==> src/rtl/mtx_seq_ctrl.sv <==
// Transmit sequencer: multi-phase GPIO sync preamble followed by a gated IQ
// burst, with repeated bursts, optional external trigger, abort and
// backpressure. All sequencing advances only on beats; everything else stalls.
module mtx_seq_ctrl #(
  parameter int                        DATA_WIDTH     = 16,
  parameter int                        GPIO_REG_WIDTH = 12,
  parameter int                        CNT_WIDTH      = 24,
  parameter int                        NSYNC          = 3,
  parameter int                        SYNC_LEN       = 8400,
  parameter logic [7:0]                SYNC_PATTERN   = 8'b0000_0011,
  parameter logic [7:0]                BLANK_PATTERN  = 8'b0000_0100,
  parameter int                        TX_LEN         = 40960,
  parameter int                        NREP           = 0,
  parameter logic [GPIO_REG_WIDTH-1:0] SYNC_OUT_MASK  = 12'h001,
  parameter logic [GPIO_REG_WIDTH-1:0] TX_OUT_MASK    = 12'h010,
  parameter logic [GPIO_REG_WIDTH-1:0] TRIG_IN_MASK   = 12'h040
) (
  input  logic                      clk,
  input  logic                      reset,
  input  logic                      start,
  input  logic                      abort,
  input  logic                      use_ext_trig,
  input  logic [GPIO_REG_WIDTH-1:0] gpio_in,
  input  logic [DATA_WIDTH-1:0]     i_in,
  input  logic [DATA_WIDTH-1:0]     q_in,
  input  logic                      in_tvalid,
  output logic                      in_tready,
  output logic [DATA_WIDTH-1:0]     itx,
  output logic [DATA_WIDTH-1:0]     qtx,
  output logic                      tx_valid,
  input  logic                      tx_tready,
  output logic [GPIO_REG_WIDTH-1:0] gpio_out,
  output logic                      src_srst,
  output logic                      busy,
  output logic                      done,
  output logic [CNT_WIDTH-1:0]      burst_cnt,
  output logic [2:0]                phase_idx
);

  typedef enum logic [1:0] {S_IDLE, S_ARM, S_SYNC, S_TX} state_t;

  localparam logic [CNT_WIDTH-1:0] SYNC_LAST  = CNT_WIDTH'(SYNC_LEN - 1);
  localparam logic [CNT_WIDTH-1:0] TX_LAST    = CNT_WIDTH'(TX_LEN - 1);
  localparam logic [CNT_WIDTH-1:0] NREP_C     = CNT_WIDTH'(NREP);
  localparam logic [2:0]           PHASE_LAST = 3'(NSYNC - 1);
  localparam bit                   TX_BOUNDED = (TX_LEN != 0);
  localparam bit                   NREP_EN    = (NREP != 0);

  state_t                    state, state_nxt;
  logic [2:0]                phase_nxt;
  logic [CNT_WIDTH-1:0]      cnt, cnt_nxt, burst_nxt, burst_inc;
  logic [GPIO_REG_WIDTH-1:0] gpio_nxt;
  logic                      srst_nxt, done_nxt;
  logic                      in_run, blank, beat, trig, trig_q, trig_edge;

  // Blanked cycles (IDLE/ARM or a blanked sync phase) need no upstream data,
  // so only the radio's ready gates a beat there.
  assign in_run    = (state == S_SYNC) || (state == S_TX);
  assign blank     = ((state == S_SYNC) && BLANK_PATTERN[phase_idx]) ||
                     (state == S_IDLE) || (state == S_ARM);
  assign beat      = tx_tready && (blank || in_tvalid);
  assign trig      = |(gpio_in & TRIG_IN_MASK);
  assign trig_edge = trig && !trig_q;
  assign burst_inc = burst_cnt + CNT_WIDTH'(1);

  // Zero-latency IQ path.
  assign itx       = blank ? '0 : i_in;
  assign qtx       = blank ? '0 : q_in;
  assign tx_valid  = in_run && (blank || in_tvalid);
  assign in_tready = in_run && tx_tready;
  assign busy      = (state != S_IDLE);

  // Next-state, counters and registered-output values; abort overrides all.
  always_comb begin
    state_nxt = state;
    phase_nxt = phase_idx;
    cnt_nxt   = cnt;
    burst_nxt = burst_cnt;
    done_nxt  = 1'b0;
    if (abort) begin
      // Clean IDLE; burst count is kept for software to read back.
      state_nxt = S_IDLE;
      phase_nxt = '0;
      cnt_nxt   = '0;
    end else if (beat) begin
      case (state)
        S_IDLE: if (start) begin
          state_nxt = use_ext_trig ? S_ARM : S_SYNC;
          burst_nxt = '0;
          phase_nxt = '0;
          cnt_nxt   = '0;
        end
        S_ARM: if (trig_edge) state_nxt = S_SYNC;
        S_SYNC: begin
          if (cnt == SYNC_LAST) begin
            cnt_nxt   = '0;
            phase_nxt = phase_idx + 3'd1;
            if (phase_idx == PHASE_LAST) state_nxt = S_TX;
          end else begin
            cnt_nxt = cnt + CNT_WIDTH'(1);
          end
        end
        S_TX: begin
          if (TX_BOUNDED && (cnt == TX_LAST)) begin
            cnt_nxt   = '0;
            phase_nxt = '0;
            burst_nxt = burst_inc;
            if (NREP_EN && (burst_inc == NREP_C)) begin
              state_nxt = S_IDLE;
              done_nxt  = 1'b1;
            end else begin
              state_nxt = use_ext_trig ? S_ARM : S_SYNC;
            end
          end else begin
            cnt_nxt = cnt + CNT_WIDTH'(1);
          end
        end
        default: state_nxt = S_IDLE;
      endcase
    end
    // GPIO and tone-generator reset follow the state being entered.
    gpio_nxt = '0;
    if ((state_nxt == S_SYNC) && SYNC_PATTERN[phase_nxt])
      gpio_nxt = gpio_nxt | SYNC_OUT_MASK;
    if (((state_nxt == S_SYNC) && !BLANK_PATTERN[phase_nxt]) || (state_nxt == S_TX))
      gpio_nxt = gpio_nxt | TX_OUT_MASK;
    srst_nxt = (state_nxt != S_TX);
  end

  // State and output registers.
  always_ff @(posedge clk or posedge reset) begin
    if (reset) begin
      state     <= S_IDLE;
      phase_idx <= '0;
      cnt       <= '0;
      burst_cnt <= '0;
      gpio_out  <= '0;
      src_srst  <= 1'b1;
      done      <= 1'b0;
      trig_q    <= 1'b0;
    end else begin
      state     <= state_nxt;
      phase_idx <= phase_nxt;
      cnt       <= cnt_nxt;
      burst_cnt <= burst_nxt;
      gpio_out  <= gpio_nxt;
      src_srst  <= srst_nxt;
      done      <= done_nxt;
      trig_q    <= trig;
    end
  end

endmodule

==> config.mk <==
export PLATFORM = sky130hd
export DESIGN_NAME = mtx_seq_ctrl
export DESIGN_NICKNAME = d
export VERILOG_FILES = /design/src/rtl/mtx_seq_ctrl.sv
export SDC_FILE = /design/constraint.sdc
export NUM_CORES = 1
export LEC_CHECK = 0
export BUFFER_PORTS_ARGS = -buffer_cell sky130_fd_sc_hd__buf_2
export CORE_ASPECT_RATIO = 1.5
export CORE_MARGIN = 4
export CORE_UTILIZATION = 35
export CTS_CLUSTER_SIZE = 30
export DETAILED_ROUTE_END_ITERATION = 12
export PLACE_DENSITY = 0.62
export SYNTH_ARGS = -nofsm -noshare
export SYNTH_HDL_FRONTEND = slang
export SYNTH_SLANG_ARGS = --single-unit
==> constraint.sdc <==
create_clock -name clk -period 3.6 [get_ports clk]
set_clock_uncertainty 0.15 [all_clocks]
set_input_delay 0.72 -clock clk [delete_from_list [all_inputs] [get_ports clk]]
set_output_delay 0.72 -clock clk [all_outputs]
set_load 0.05 [all_outputs]
Word-level counts from Yosys, hierarchy flattened

Memories as Yosys holds them, arrays and structs flattened.
Cells that the tools add are included.

Add/sub/neg operators: 3
Magnitude comparators: 2
Equality and inequality tests: 12
Multiplexer cells: 30
Bitwise logic cells: 1
Reduce and logical (&&, ||, !) cells: 21

Operators by type and width:

| cell                                                   | number |
|---|---|
| 2-to-1 mux 24 bit                                      | 6 |
| one-hot mux 24 bit (3 select lines)                    | 1 |
| adder 24 x 1 -> 24 bit (second input constant)         | 2 |
| one-hot mux 24 bit (2 select lines)                    | 1 |
| 2-to-1 mux 16 bit                                      | 2 |
| equality test 24 x 14 -> 1 bit (second input constant) | 1 |
| equality test 24 x 16 -> 1 bit (second input constant) | 1 |
| 2-to-1 mux 2 bit                                       | 8 |
| 2-to-1 mux 3 bit                                       | 5 |
| one-hot mux 3 bit (3 select lines)                     | 1 |
| equality test 2 bit (second input constant)            | 4 |
| < comparator 3 x 4 -> 1 bit (second input constant)    | 2 |
| one-hot mux 2 bit (4 select lines)                     | 1 |
| logical AND 1 bit                                      | 7 |
| nonzero test 2 bit                                     | 3 |
| logical OR 1 bit                                       | 5 |
| 2-to-1 mux 5 bit                                       | 1 |
| AND reduction 5 bit                                    | 1 |
| 2-to-1 mux 1 bit                                       | 4 |
| inequality test 2 bit (second input constant)          | 2 |
| nonzero test 4 bit                                     | 1 |
| adder 3 x 1 -> 3 bit (second input constant)           | 1 |
| equality test 3 x 2 -> 1 bit (second input constant)   | 1 |
| inequality test 3 bit (second input constant)          | 1 |
| 6 further kinds                                        | 7 |

Bits in registers: 67
ROM bits: 24
Bits of input ports: 51
Output and inout port bits: 76
Logic and storage cells: 79
Memories: 3

Memory list:

| name             | words | width | rd ports | clocked after Yosys merged registers in | wr ports | RTL line | RTL |
|---|---|---|---|---|---|---|---|
| (name not given) | 8     | 1     | 1        | 0                                       | 0        | 125      | `if (((state_nxt == S_SYNC) && !BLANK_PATTERN[phase_nxt]) \|\| (state_nxt == S_TX))` |
| (name not given) | 8     | 1     | 1        | 0                                       | 0        | 123      | `if ((state_nxt == S_SYNC) && SYNC_PATTERN[phase_nxt])` |
| (name not given) | 8     | 1     | 1        | 0                                       | 0        | 59       | `assign blank = ((state == S_SYNC) && BLANK_PATTERN[phase_idx]) \|\|` |

Longest topological paths before layout

Gate-level depths: netlist of run 1.

Depth in word-level cells: 15
Gate-level depth with buffers: 11
Mapped depth without buffers: 9

Least setup slack after synthesis of run 1

No wires, ideal clock.

Kind: register to output
Start point: register phase_idx[0]
End point: output port itx[0]
Arrival time: 2.140 ns
Data required time: 2.730 ns
Path slack: 0.590 ns
Stages on the path, launching flop included: 8
Buffers on the path: 2
Cells stage by stage: dfrtp_1 -> inv_1 -> ha_1 -> and3b_1 -> clkbuf_1 -> nor2_1 -> clkbuf_1 -> and2_1

Longest elaborated chain between the ends: 6

RTL lines:

| element                                | RTL line | RTL |
|---|---|---|
| from (decl)                            | 37       | `output logic [2:0] phase_idx` |
| from (signal assigned)                 | 143      | `phase_idx <= phase_nxt;` |
| memory read (8 x 1 bit)                | --       |  |
| 2-to-1 mux 1 bit (not written as such) | 59       |  |
| logical AND 1 bit                      | 59       |  |
| logical OR 1 bit                       | 59       |  |
| logical OR 1 bit                       | 60       | `(state == S_IDLE) \|\| (state == S_ARM);` |
| 2-to-1 mux 16 bit                      | 67       | `assign itx = blank ? '0 : i_in;` |
| to (decl)                              | 28       | `output logic [DATA_WIDTH-1:0] itx,` |

Every way passes these cells. The select of a mux whose other input is x is not followed.

Worst setup path in the final report of run 1

Start point: register state[0]
End point: output port itx[8]

Longest elaborated chain between the ends: 5
Elaborated cells on any way between the ends: 7
Classes of those cells: eq/ne (2); mux (1); reduce/logical (4)

RTL lines:

| element                | RTL line | RTL |
|---|---|---|
| from (decl)            | 49       | `state_t state, state_nxt;` |
| from (signal assigned) | 142      | `state <= state_nxt;` |
| equality test 2 bit    | 59       |  |
| logical AND 1 bit      | 59       |  |
| logical OR 1 bit       | 59       |  |
| logical OR 1 bit *     | 60       |  |
| 2-to-1 mux 16 bit *    | 67       |  |

Mark *: on every way between the ends. The rest lies on a longest branch, timed or not.

==> results of run 1 <==
==> sequential cells by signal (all words and copies together) (netlist names) <==
name       count
burst_cnt     24
cnt           24
gpio_out       2
phase_idx      3
src_srst       1
state          2
trig_q         1
==> area by class of cell <==
type                            instances  area [sq um]
Timing Repair Buffer                  113           588
Tap cell                              117           146
Sequential cell                        57          1430
Clock buffer                           11           253
Clock inverter                          5          77.6
Fill cell                            1008          5530
Inverter                               11          41.3
Multi-Input combinational cell        344          2070
==> worst max-delay path by stage <==
stage / endpoint / slack [ns] / depth (start not counted)
finish: itx[8] / 0.44 / 7
detailed placement: burst_cnt[14] / 0.56 / 8
floorplan: itx[0] / 0.59 / 7
global placement: burst_cnt[14] / 0.64 / 8
global route: burst_cnt[14] / 0.23 / 8
CTS: itx[8] / 0.43 / 7
==> through the flow <==
stage	utilization	worst slack (ns)	std cells	power, mW
floorplan	-	0.590	437	1.08
finish	0.454	0.441	658	2.13
global placement	0.422	0.643	642	1.20
CTS	0.454	0.432	658	2.15
global route	0.454	0.232	658	2.22
detailed placement	0.422	0.555	642	1.21
==> where the power goes <==
group	internal, mW	switching (mW)	total [mW]
clock	0.640	0.293	0.933
sequential	0.652	0.00880	0.661
combinational	0.134	0.399	0.533
total	1.43	0.700	2.13
==> placed cells by master (no fill, tap or decap), types with 4 or more instances in the layout <==
cell type | Yosys | routed
and3_1 | 11 | 11
nor2_1 | 41 | 41
or2_2 | 4 | 4
nand3_1 | 20 | 20
inv_1 | 10 | 9
xnor2_1 | 5 | 5
dfrtp_1 | 56 | 56
conb_1 | 1 | 11
clkbuf_16 | 0 | 9
nor3_1 | 12 | 12
nand2b_1 | 6 | 6
a21oi_1 | 12 | 12
ha_1 | 9 | 9
buf_2 | 1 | 104
a21o_1 | 6 | 6
o31ai_1 | 17 | 17
o41ai_1 | 5 | 5
nor2b_1 | 4 | 4
o21ai_0 | 35 | 35
xor2_1 | 9 | 9
nand4_1 | 9 | 9
and2_1 | 43 | 43
buf_4 | 11 | 9
nand2_1 | 41 | 41
==> cell families (layout without fill, tap and decap cells) <==
logic type,Yosys count,count (layout),synth area share
AND/OR/NAND/NOR,214,214,0.321
adder cells (fa/ha/maj),9,9,0.0309
other,1,11,0.00103
flip-flops,57,57,0.392
buffers and inverters,36,140,0.0488
AO/OA/AOI/OAI,96,96,0.173
XOR/XNOR,14,14,0.0337
==> metal layers <==
layer,up-vias,part of all wire,global-route usage
met5,-,0,0
met4,0,0.013,0.0596
met3,12,0.033,0.0307
met2,65,0.55,0.307
met1,1694,0.40,0.189
li1,1719,-,-
==> worst register-to-register path: stages, from the launching register on <==
cell	delay, ns
dfrtp_1	0.43
inv_1	0.13
ha_1	0.28
and3b_1	0.36
o311ai_2	0.22
or3_1	0.61
inv_2	0.18
nand2_2	0.16
o41ai_1	0.38
==> metrics.txt, run 1 <==
status=finished clean; worst hold path type=input pin to asynchronous set/reset pin; Yosys cell types=57; share of post-route cells with drive strength above 1=0.268; reg2reg path depth=8; Post-synth top cells=dfrtp_1 (56), and2_1 (43), nand2_1 (41), nor2_1 (41), o21ai_0 (35); Placement Cell Area=0.00428 sq mm; Critical path origin=state[0]; crit path time final=3.16 ns; reg2reg start=state[0]; final period utilization=0.877; Chip Height=133 um; crit-path leading delay family=buffers and inverters; worst-margin pin slew=0.638 ns; top area cells in the synthesized netlist=dfrtp_1 (39%), and2_1 (7.4%), o21ai_0 (4.8%); Seq/Total Area, Yosys=0.392; DIE WIDTH=91.3 um; Buf+Inv Stages, Crit Path=3; TritonCTS clock tree=built; initial antenna violation count=0; Yosys top cell by area=dfrtp_1; Slowest-stage cell, CP=dfrtp_1; # diodes=0; Max VDD drop=0.276 mV; dominant synthesized flop cell=dfrtp_1; EDFF count, synth=0; gr ovfl total=0; final setup vio count=0; hold buffer count at CTS=0; WP data required=2.73 ns; DRT Pass-1 Iters=4; share of the synthesized area in the top cell type=0.385; #FFs+latches synth=57; Reg-to-Reg End=burst_cnt[14]; kind of critical path=flop to output pin; first-pass GRT wire length=16.7 mm; CTS resizes=0; nets@finish=596; relative slew slack=0.571; mean post-synth cell area=8.52 sq um; Final ANT Viol Nets=0; Fin. Hold Viols=0; Final Hold Slack=0.324 ns; largest net degree at the start of global routing=33; R2R Setup Slk=0.59 ns; Leak Pwr=2.27 nW; final WL=9.94 mm; Num CTS Buffers=9; worst-skew pair later-pin latency=0.33 ns; Max stage delay on crit path=0.43 ns; initial core utilization=0.359; Tot GR Track Use=0.166; worst-case clock buffer depth=2; drt initial violations=146; crit start category=flop; CTS sink count=57; core outline area=0.0101 sq mm; postcts setup bufs=0; CTS root buf=clkbuf_16; Critical Path AT=2.29 ns; post-DR vias/cell=5.30; fin. max-slew vios=0; Synth async-reset ratio=1.00; H-tree levels=3; num rows=45; unrepaired setup endpoints after global routing=no; Worst-path clk slew=0.05 ns; number of synthesis warnings=0; Synth Instances=427; maximum clock frequency=317 MHz; Wirelength per Cell=15.1 um; # DRC=0; DPL Wire Length=7.66 mm; pwr/cell area=462 mW/mm^2; Vias=3490; number of global-route vias before repair=3494; CP Max Fanout=32; Setup TNS=0 ns; Area growth, synth to finish=26.5%; gpl congestion=0.871; max_cap viols=0; critical path cell sequence=inv_1, ha_1, and3b_1, nor2_1, buf_4, and2_1, buf_2; top-count cell post-synth=dfrtp_1; Buffers on Ports=104; num ports=127; CP endpoint kind=output pin; Post-Syn Area=0.00364 sq mm; Die ar.=0.0121 sq mm; final non-filler cell area=0.00461 sq mm
Note: power is estimated with default switching activity, not from simulation.
==> inputs of run 2 (changes only) <==
Settings changed: CORE_UTILIZATION 35 to 28, PLACE_DENSITY 0.62 to 0.53.
==> run 2 against run 1 <==
Compared with the run above:
- core utilization decreased by 9.0 points
- routed wire length increased by 4.9%
- sequential share of layout area about the same
- clock-buffer cell count increased by 2
- maximum frequency decreased by 0.47%
- largest cell class unchanged
- critical path type unchanged
- combinational power about the same
- largest power group unchanged
- flip-flop and latch count unchanged
- design area about the same
- critical path depth unchanged
- via count decreased by 0.63%
==> metrics.txt, run 2 (synthesis gave the netlist of run 1 again) <==
worst-margin pin slew=0.703 ns; Leak Pwr=2.24 nW; Place WS=0.602 ns; DRT Pass-1 Iters=4; hold buffer count at CTS=0; worst hold path type=input pin to asynchronous set/reset pin; DPL Wire Length=7.94 mm; Worst-path clk slew=0.05 ns; # DRC=0; number of global-route vias before repair=3495; share of post-route cells with drive strength above 1=0.261; Buffers on Ports=104; max_cap viols=0; status=finished clean; postcts setup bufs=0; Fin. Hold Viols=0; DIE WIDTH=101 um; maximum clock frequency=315 MHz; num ports=127; WP data required=2.73 ns; drt initial violations=148; initial antenna violation count=0; Die ar.=0.0149 sq mm; Vias=3468; fin. max-slew vios=0; Tot GR Track Use=0.142; crit start category=flop; final setup vio count=0; Chip Height=148 um; Setup TNS=0 ns; Regs by FF count=burst_cnt (24), cnt (24), phase_idx (3); relative slew slack=0.531; reg2reg start=state[0]; core outline area=0.0126 sq mm; post-DR vias/cell=4.98; H-tree levels=3; Wirelength per Cell=15.0 um; Final ANT Viol Nets=0; gr ovfl total=0; pwr/cell area=440 mW/mm^2; initial core utilization=0.288; commonest non-fill, non-tap cell in the layout=buf_2; Max VDD drop=0.234 mV; largest net degree at the start of global routing=33; TritonCTS clock tree=built; final period utilization=0.882; most frequent cells in the layout=buf_2 (104), dfrtp_1 (56), and2_1 (43); worst-skew pair later-pin latency=0.33 ns; CP Max Fanout=32; worst-case clock buffer depth=2; unrepaired setup endpoints after global routing=no; CTS root buf=clkbuf_16; Critical Path AT=2.30 ns; setup slack after layout=0.426 ns; # diodes=0; Critical path origin=state[0]; crit path time final=3.17 ns; num rows=50; kind of critical path=flop to output pin; Num CTS Buffers=9; CTS resizes=0; CP endpoint kind=output pin; gpl congestion=0.839; CTS sink count=57; Area growth, synth to finish=26.6%; first-pass GRT wire length=17.4 mm; final WL=10.4 mm; nets@finish=595
==> run 2: worst max-delay path: stages, from the launching register on <==
cell	delay [ns]
dfrtp_1	0.44
inv_1	0.11
ha_1	0.30
and3b_1	0.31
nor2_1	0.14
buf_4	0.24
and2_1	0.16
buf_2	0.26
==> run 2: layout make-up <==
type	count	area, sq um
fillers	1308	8030
multi-input cells	344	2070
flip-flops and latches	57	1430
repair buffers	112	581
clock buffers	13	250
well taps	156	195
inverters	11	41.3
clock inverters	3	40.0
==> run 2: layer usage <==
layer,track usage,part of all wire,vias to the layer above
li1,-,-,1711
met1,0.164,0.42,1674
met2,0.254,0.52,63
met3,0.0241,0.041,20
met4,0.0619,0.023,0
met5,0,0,-
==> run 2: metrics by stage <==
step	instances	hold WS, ns	total power [mW]	instance area (sq um)	utilization
detailed placement	680	0.337	1.21	4320	0.342
CTS	696	0.344	2.06	4610	0.365
floorplan	437	0.301	1.08	3680	-
finish	696	0.333	2.03	4610	0.365
global placement	680	0.327	1.20	4320	0.342
global route	696	0.362	2.11	4610	0.365
==> run 2: power by group <==
group / switching (mW) / internal, mW
combinational: 0.400 / 0.133
sequential: 0.00985 / 0.652
clock: 0.283 / 0.552
total: 0.692 / 1.34
==> run 2: worst paths after layout <==
path	to	slack, ns	depth (start not counted)
setup / recovery	itx[6]	0.43	7
hold / removal	burst_cnt[15]	0.33	2
setup reg to reg	burst_cnt[14]	0.61	8
hold reg to reg	burst_cnt[10]	0.34	1
max in group asynchronous	state[1]	2.21	3
min in group clk	burst_cnt[10]	0.34	1
